File: config.mk
export PLATFORM = sky130hd
export DESIGN_NAME = ula_ctrl_flat
export DESIGN_NICKNAME = d
export VERILOG_FILES = /design/src/rtl/ula_pkg.sv /design/src/rtl/ula_if.sv /design/src/rtl/ula_cmd_fifo.sv /design/src/rtl/ula_ctrl.sv /design/src/flat_wrapper.sv
export SDC_FILE = /design/constraint.sdc
export NUM_CORES = 1
export LEC_CHECK = 0
export ABC_AREA = 1
export CORE_AREA = 4 4 106 108
export CTS_CLUSTER_SIZE = 16
export DETAILED_ROUTE_END_ITERATION = 10
export DIE_AREA = 0 0 110 112
export RECOVER_POWER = 50
export SLEW_MARGIN = 0
export SYNTH_ARGS = -nofsm -noshare
export SYNTH_HDL_FRONTEND = slang
export SYNTH_SLANG_ARGS = --single-unit
File: constraint.sdc
create_clock -name clk -period 5.7 [get_ports clk]
set_input_delay 0.855 -clock clk [delete_from_list [all_inputs] [get_ports clk]]
set_output_delay 0.855 -clock clk [all_outputs]
set_load 0.05 [all_outputs]
File: src/rtl/ula_pkg.sv
// Shared constants and types for the ALU command sequencer.
package ula_pkg;

  localparam int OPW  = 3;
  localparam int RESW = 6;

  localparam logic [2:0] OP_ADD = 3'b000;
  localparam logic [2:0] OP_SUB = 3'b001;
  localparam logic [2:0] OP_MUL = 3'b010;
  localparam logic [2:0] OP_DIV = 3'b011;
  localparam logic [2:0] OP_AND = 3'b100;
  localparam logic [2:0] OP_OR  = 3'b101;
  localparam logic [2:0] OP_XOR = 3'b110;
  localparam logic [2:0] OP_RSV = 3'b111;

  typedef enum logic [1:0] {
    ST_IDLE = 2'd0,
    ST_EXEC = 2'd1,
    ST_DONE = 2'd2
  } state_t;

  typedef struct packed {
    logic           chain;
    logic [OPW-1:0] op;
    logic [OPW-1:0] b;
    logic [OPW-1:0] a;
  } cmd_t;

  localparam int CMD_W = $bits(cmd_t);

  // Saturating increment for the 4-bit error counter.
  function automatic logic [3:0] sat_inc4(input logic [3:0] v);
    return (v == 4'hF) ? v : v + 4'd1;
  endfunction

endpackage

File: src/rtl/ula_if.sv
// Command and result handshake bundle between the input logic, the sequencer
// and the display logic.
interface ula_if;

  logic                        cmd_valid;
  logic                        cmd_ready;
  logic [ula_pkg::OPW-1:0]     cmd_a;
  logic [ula_pkg::OPW-1:0]     cmd_b;
  logic [ula_pkg::OPW-1:0]     cmd_op;
  logic                        cmd_chain;

  logic                        res_valid;
  logic                        res_ready;
  logic [ula_pkg::RESW-1:0]    res_data;
  logic                        res_zero;
  logic                        res_neg;
  logic                        res_ovf;

  modport master (
    output cmd_valid, cmd_a, cmd_b, cmd_op, cmd_chain, res_ready,
    input  cmd_ready, res_valid, res_data, res_zero, res_neg, res_ovf
  );

  modport slave (
    input  cmd_valid, cmd_a, cmd_b, cmd_op, cmd_chain, res_ready,
    output cmd_ready, res_valid, res_data, res_zero, res_neg, res_ovf
  );

endinterface

File: src/rtl/ula_cmd_fifo.sv
// Synchronous command FIFO; full/empty derive from registered occupancy only,
// so they carry no combinational path from push/pop.
module ula_cmd_fifo #(
  parameter int DEPTH = 4,
  parameter int WIDTH = 10
) (
  input  logic             clk,
  input  logic             rst_n,
  input  logic             push,
  input  logic [WIDTH-1:0] wdata,
  input  logic             pop,
  output logic [WIDTH-1:0] rdata,
  output logic             full,
  output logic             empty
);

  localparam int AW = $clog2(DEPTH);

  logic [WIDTH-1:0] mem [DEPTH];
  logic [AW-1:0]    wr_ptr;
  logic [AW-1:0]    rd_ptr;
  logic [AW:0]      count;
  logic             do_push;
  logic             do_pop;

  assign full    = (count == (AW+1)'(DEPTH));
  assign empty   = (count == '0);
  assign do_push = push && !full;
  assign do_pop  = pop && !empty;
  assign rdata   = mem[rd_ptr];

  // Storage write; contents need no reset because occupancy guards every read.
  always_ff @(posedge clk) begin
    if (do_push) mem[wr_ptr] <= wdata;
  end

  // Pointers wrap naturally at the power-of-two depth.
  always_ff @(posedge clk or negedge rst_n) begin
    if (!rst_n) begin
      wr_ptr <= '0;
      rd_ptr <= '0;
      count  <= '0;
    end else begin
      if (do_push) wr_ptr <= wr_ptr + 1'b1;
      if (do_pop)  rd_ptr <= rd_ptr + 1'b1;
      case ({do_push, do_pop})
        2'b10:   count <= count + 1'b1;
        2'b01:   count <= count - 1'b1;
        default: count <= count;
      endcase
    end
  end

endmodule

File: src/rtl/ula_ctrl.sv
// ALU command sequencer: queues commands, issues one at a time to the external
// combinational ALU and holds each result until the consumer takes it.
//
//   state   | meaning
//   --------+------------------------------------------------------------
//   IDLE    | nothing issued; pop and load the ALU as soon as a command waits
//   EXEC    | ALU inputs registered and settling; capture on the next edge
//   DONE    | result presented; on handshake issue the next command or idle
module ula_ctrl
  import ula_pkg::*;
#(
  parameter int FIFO_DEPTH = 4
) (
  input  logic            clk,
  input  logic            rst_n,
  ula_if.slave            bus,
  output logic [OPW-1:0]  alu_a,
  output logic [OPW-1:0]  alu_b,
  output logic [OPW-1:0]  alu_op,
  input  logic [RESW-1:0] alu_result,
  input  logic            alu_zero,
  input  logic            alu_neg,
  input  logic            alu_ovf,
  output logic            busy,
  output logic [3:0]      div_err_cnt
);

  state_t            state;
  state_t            state_nxt;
  logic              pop;
  logic              capture;
  logic              full;
  logic              empty;
  logic [CMD_W-1:0]  fifo_wdata;
  logic [CMD_W-1:0]  fifo_rdata;
  cmd_t              head;
  logic [RESW-1:0]   last_res;

  assign fifo_wdata    = {bus.cmd_chain, bus.cmd_op, bus.cmd_b, bus.cmd_a};
  assign head          = cmd_t'(fifo_rdata);
  assign bus.cmd_ready = !full;
  assign bus.res_valid = (state == ST_DONE);
  assign busy          = (state != ST_IDLE) || !empty;

  ula_cmd_fifo #(
    .DEPTH (FIFO_DEPTH),
    .WIDTH (CMD_W)
  ) u_fifo (
    .clk   (clk),
    .rst_n (rst_n),
    .push  (bus.cmd_valid),
    .wdata (fifo_wdata),
    .pop   (pop),
    .rdata (fifo_rdata),
    .full  (full),
    .empty (empty)
  );

  // State register.
  always_ff @(posedge clk or negedge rst_n) begin
    if (!rst_n) state <= ST_IDLE;
    else        state <= state_nxt;
  end

  // Next state, pop and capture strobes.
  always_comb begin
    state_nxt = state;
    pop       = 1'b0;
    capture   = 1'b0;
    case (state)
      ST_IDLE: begin
        if (!empty) begin
          pop       = 1'b1;
          state_nxt = ST_EXEC;
        end
      end
      ST_EXEC: begin
        capture   = 1'b1;
        state_nxt = ST_DONE;
      end
      ST_DONE: begin
        if (bus.res_ready) begin
          if (!empty) begin
            pop       = 1'b1;
            state_nxt = ST_EXEC;
          end else begin
            state_nxt = ST_IDLE;
          end
        end
      end
      default: state_nxt = ST_IDLE;
    endcase
  end

  // ALU drive registers; chained commands take A from the previous result.
  always_ff @(posedge clk or negedge rst_n) begin
    if (!rst_n) begin
      alu_a  <= '0;
      alu_b  <= '0;
      alu_op <= '0;
    end else if (pop) begin
      alu_a  <= head.chain ? last_res[OPW-1:0] : head.a;
      alu_b  <= head.b;
      alu_op <= head.op;
    end
  end

  // Result capture and divide-by-zero counter, updated only on EXEC exit.
  always_ff @(posedge clk or negedge rst_n) begin
    if (!rst_n) begin
      bus.res_data <= '0;
      bus.res_zero <= 1'b0;
      bus.res_neg  <= 1'b0;
      bus.res_ovf  <= 1'b0;
      last_res     <= '0;
      div_err_cnt  <= '0;
    end else if (capture) begin
      bus.res_data <= alu_result;
      bus.res_zero <= alu_zero;
      bus.res_neg  <= alu_neg;
      bus.res_ovf  <= alu_ovf;
      last_res     <= alu_result;
      if (alu_op == OP_DIV && alu_b == '0) div_err_cnt <= sat_inc4(div_err_cnt);
    end
  end

endmodule

File: src/flat_wrapper.sv
// flat-port wrapper written by rule: the top's interface ports become plain ports
module ula_ctrl_flat import ula_pkg::*;
#(
  parameter int FIFO_DEPTH = 4
)
  (clk, rst_n, alu_a, alu_b, alu_op, alu_result, alu_zero, alu_neg, alu_ovf, busy, div_err_cnt, bus_cmd_valid, bus_cmd_a, bus_cmd_b, bus_cmd_op, bus_cmd_chain, bus_res_ready, bus_cmd_ready, bus_res_valid, bus_res_data, bus_res_zero, bus_res_neg, bus_res_ovf);
  ula_if bus_i ();
  input  logic clk;
  input  logic rst_n;
  output logic [OPW-1:0] alu_a;
  output logic [OPW-1:0] alu_b;
  output logic [OPW-1:0] alu_op;
  input  logic [RESW-1:0] alu_result;
  input  logic alu_zero;
  input  logic alu_neg;
  input  logic alu_ovf;
  output logic busy;
  output logic [3:0] div_err_cnt;
  input wire logic [$bits(bus_i.cmd_valid)-1:0] bus_cmd_valid;
  input wire logic [$bits(bus_i.cmd_a)-1:0] bus_cmd_a;
  input wire logic [$bits(bus_i.cmd_b)-1:0] bus_cmd_b;
  input wire logic [$bits(bus_i.cmd_op)-1:0] bus_cmd_op;
  input wire logic [$bits(bus_i.cmd_chain)-1:0] bus_cmd_chain;
  input wire logic [$bits(bus_i.res_ready)-1:0] bus_res_ready;
  output wire logic [$bits(bus_i.cmd_ready)-1:0] bus_cmd_ready;
  output wire logic [$bits(bus_i.res_valid)-1:0] bus_res_valid;
  output wire logic [$bits(bus_i.res_data)-1:0] bus_res_data;
  output wire logic [$bits(bus_i.res_zero)-1:0] bus_res_zero;
  output wire logic [$bits(bus_i.res_neg)-1:0] bus_res_neg;
  output wire logic [$bits(bus_i.res_ovf)-1:0] bus_res_ovf;
  assign bus_i.cmd_valid = bus_cmd_valid;
  assign bus_i.cmd_a = bus_cmd_a;
  assign bus_i.cmd_b = bus_cmd_b;
  assign bus_i.cmd_op = bus_cmd_op;
  assign bus_i.cmd_chain = bus_cmd_chain;
  assign bus_i.res_ready = bus_res_ready;
  assign bus_cmd_ready = bus_i.cmd_ready;
  assign bus_res_valid = bus_i.res_valid;
  assign bus_res_data = bus_i.res_data;
  assign bus_res_zero = bus_i.res_zero;
  assign bus_res_neg = bus_i.res_neg;
  assign bus_res_ovf = bus_i.res_ovf;
  ula_ctrl #(.FIFO_DEPTH(FIFO_DEPTH)) u_core (.clk(clk), .rst_n(rst_n), .bus(bus_i), .alu_a(alu_a), .alu_b(alu_b), .alu_op(alu_op), .alu_result(alu_result), .alu_zero(alu_zero), .alu_neg(alu_neg), .alu_ovf(alu_ovf), .busy(busy), .div_err_cnt(div_err_cnt));
endmodule
==> impl_metrics.yaml <==
flow_run:
  maxCapViolations: 1
logic_synthesis:
  ys_ff_latch: 71
  async_flop_share: 0.437
  seq_area_frac_synth: 0.656
  syn_inst: 284
  avgSynthCellArea_um2: 10.6
  synth.distinct_cells: 24
  netlist_area_um2: 3010
  yosys-top-cells-area: "edfxtp_1 (40%), dfrtp_1 (26%), nand2_1 (11%)"
  dominantRegCellSynth: "edfxtp_1"
  synth_nets: 314
  yosys.area.top_type: "edfxtp_1"
  synth_top_area_share: 0.399
  yosys_warnings: 0
  synth_edf_count: 40
worst_setup_path:
  crit_family: "buffers and inverters"
  cp_slowest_cell: "dlygate4sd3_1"
  crit_path_start_kind: "input pin"
  cp_num_cells: 11
  end_kind: "flip-flop"
  r2r_slack_ns: 3.47
  r2r_cells: 10
  worst-path-buf-inv: 4
  timing.rr.start: "u_core.u_fifo.count[0]"
  rr_endpoint: "u_core.u_fifo.count[2]"
  worstSetupEndpoint: "u_core.u_fifo.count[2]"
  arrival_ns: 3.10
  path_cells: "dlygate4sd3_1, inv_1, a21oi_1, nand2_1, inv_2, ha_1, inv_1, fa_1, a21oi_1, o21ai_0, xor2_1"
  cp_max_fo: 13
  max_stage_delay_ns: 0.53
  worstSetupPathType: "input pin to flip-flop"
  cp.required_ns: 5.93
  setup.worst_path.start: "bus_res_ready"
hold_path:
  hold_class: "flip-flop to flip-flop"
  hp-start: "u_core.bus.res_ovf"
cts:
  ctsHoldBuffers: 0
  cts_made_buffers: 9
  htreeDepth: 3
  cts.sinks: 71
  cts_tree: "built"
  post_cts_buffers: 0
  cts_resized: 0
  path_clk_slew_ns: 0.08
  clockBufferDepth: 2
  clock_latency_ns: 0.35
  root_buffer: "clkbuf_8"
global_route:
  grtUsageTotal: 0.104
  grt_pass1_vias: 2012
  overflow: 0
  grt_pass1_wl_mm: 9.88
  antenna_found_initial: 0
  grt_max_degree: 32
drt:
  routed_wl_mm: 6.11
  remaining_drc_errors: 0
  vias: 2010
  ant_nets: 0
  routedWlPerCell_um: 12.9
  dr.pass1.iters: 4
  drtIter0Drc: 110
  viasPerCell: 4.23
final_layout:
  drive_gt1_frac: 0.0708
  antenna_cells: 0
  mostFrequentLayoutCell: "nand2_1"
  layout_common_cells: "nand2_1 (86), edfxtp_1 (40), clkdlybuf4s50_1 (32)"
  nNetsFinal: 364
  fin_cells: 475
  nFillCells: 1025
  syn_to_final_growth_pct: 24.9
outcome:
  violations: "capacitance limit, slew limit"
  status: "finished, violations left"
placed_design:
  dpl.hpwl_mm: 4.13
  placed_cells: 459
  place.gp.congestion: 0.754
  dp_slack_ns: 2.52
  io_buffers: 47
power:
  p_leak_nw: 1.59
  ir_worst_vdd_v: 0.000259
  p_total_w: 0.00223
  powerDensity_nw_per_um2: 592
sta:
  skew_ns: 0.0133
  rsz0062_at_grt: "no"
  timing.hold.ws_ns: 0.479
  hold_viol: 0
  worst_pin_slew_ns: 1.70
  min_period_ns: 2.87
  fin_ws_ns: 2.83
  setup_violations: 0
  tns_ns: 0
  timing.final.crit_share: 0.504
  fmax_mhz: 348
  maxSlewViolCount: 32
  slew_headroom: -0.136
die:
  core_area_um2: 10200
  die-area_um2: 12300
  die_y_um: 112
  io_pins: 48
  dieWidth_um: 110
  rows: 37
  initial_core_util: 0.295
-- how the worst min path moves through the flow --
| stage | slack, ns | depth (start not counted) | endpoint |
|---|---|---|---|
| after floorplan | 0.45 | 2 | u_core.u_fifo.count[1] |
| after global placement | 0.45 | 2 | u_core.bus.res_ovf |
| after detailed placement | 0.46 | 2 | u_core.bus.res_ovf |
| after CTS | 0.48 | 2 | u_core.last_res[3] |
| after global routing | 0.51 | 1 | u_core.u_fifo.count[0] |
| final | 0.48 | 2 | u_core.bus.res_ovf |
-- power breakdown --
| part | internal (W) | switching, W | total (W) | leakage (nW) |
|---|---|---|---|---|
| Clock | 0.000207 | 0.000202 | 0.000409 | 0.101 |
| Sequential | 0.000713 | 0.000118 | 0.000831 | 0.748 |
| Combinational | 0.000314 | 0.000674 | 0.000988 | 0.739 |
-- through the flow --
step	utilization	area [µm²]
detailed placement	0.349	3570
global route	0.368	3760
finish	0.368	3760
CTS	0.369	3780
floorplan	-	3010
global placement	0.349	3570
-- cell type report --
| type | instances | area, µm² | area share |
|---|---|---|---|
| Sequential cell | 71 | 1980 | 0.525 |
| Multi-Input combinational cell | 179 | 846 | 0.225 |
| Timing Repair Buffer | 48 | 474 | 0.126 |
| Tap cell | 136 | 170 | 0.0452 |
| Clock buffer | 9 | 124 | 0.0329 |
| Inverter | 25 | 96.3 | 0.0256 |
| Clock inverter | 7 | 77.6 | 0.0206 |
-- sequential cells by signal, indices dropped and copies added (netlist names), 3 cells and up --
name,flops
u_core.alu_a,3
u_core.u_fifo.mem,40
u_core.u_fifo.count,3
u_core.last_res,6
u_core.div_err_cnt,4
u_core.alu_b,3
u_core.alu_op,3
-- worst min-delay path: stages (launching register included) --
cell and delay [ns]:
dfrtp_1 0.34, nand2_1 0.05, nand2_1 0.05
-- metal layers --
metal  wire [µm]  track usage  up-vias
li1            -            -     1018
met1        2860        0.136      926
met2        2710        0.158       55
met3         429       0.0371       11
met4         109       0.0399        0
met5           0            0        -
-- cell usage after synthesis (2+ instances only) --
library cell	count
nor2_1	28
o21ai_1	12
o21ai_0	10
nand2_1	86
dfrtp_1	31
a21oi_1	3
buf_4	2
nand2_2	2
ha_1	6
edfxtp_1	40
inv_2	3
xor2_1	4
nand3_1	20
xnor2_1	2
buf_6	6
inv_1	21
-- kinds of logic (layout without fill, tap and decap cells) --
family / after synthesis / in the layout / synth area share
AOI/OAI and AO/OA: 25 / 25 / 0.0415
xor gates and xnor gates: 6 / 6 / 0.0174
adders and majority gates: 7 / 7 / 0.0315
buffers and inverters: 34 / 89 / 0.0610
DFF: 71 / 71 / 0.656
and+or+nand+nor: 141 / 141 / 0.193
(Power assumes the default switching activity.)
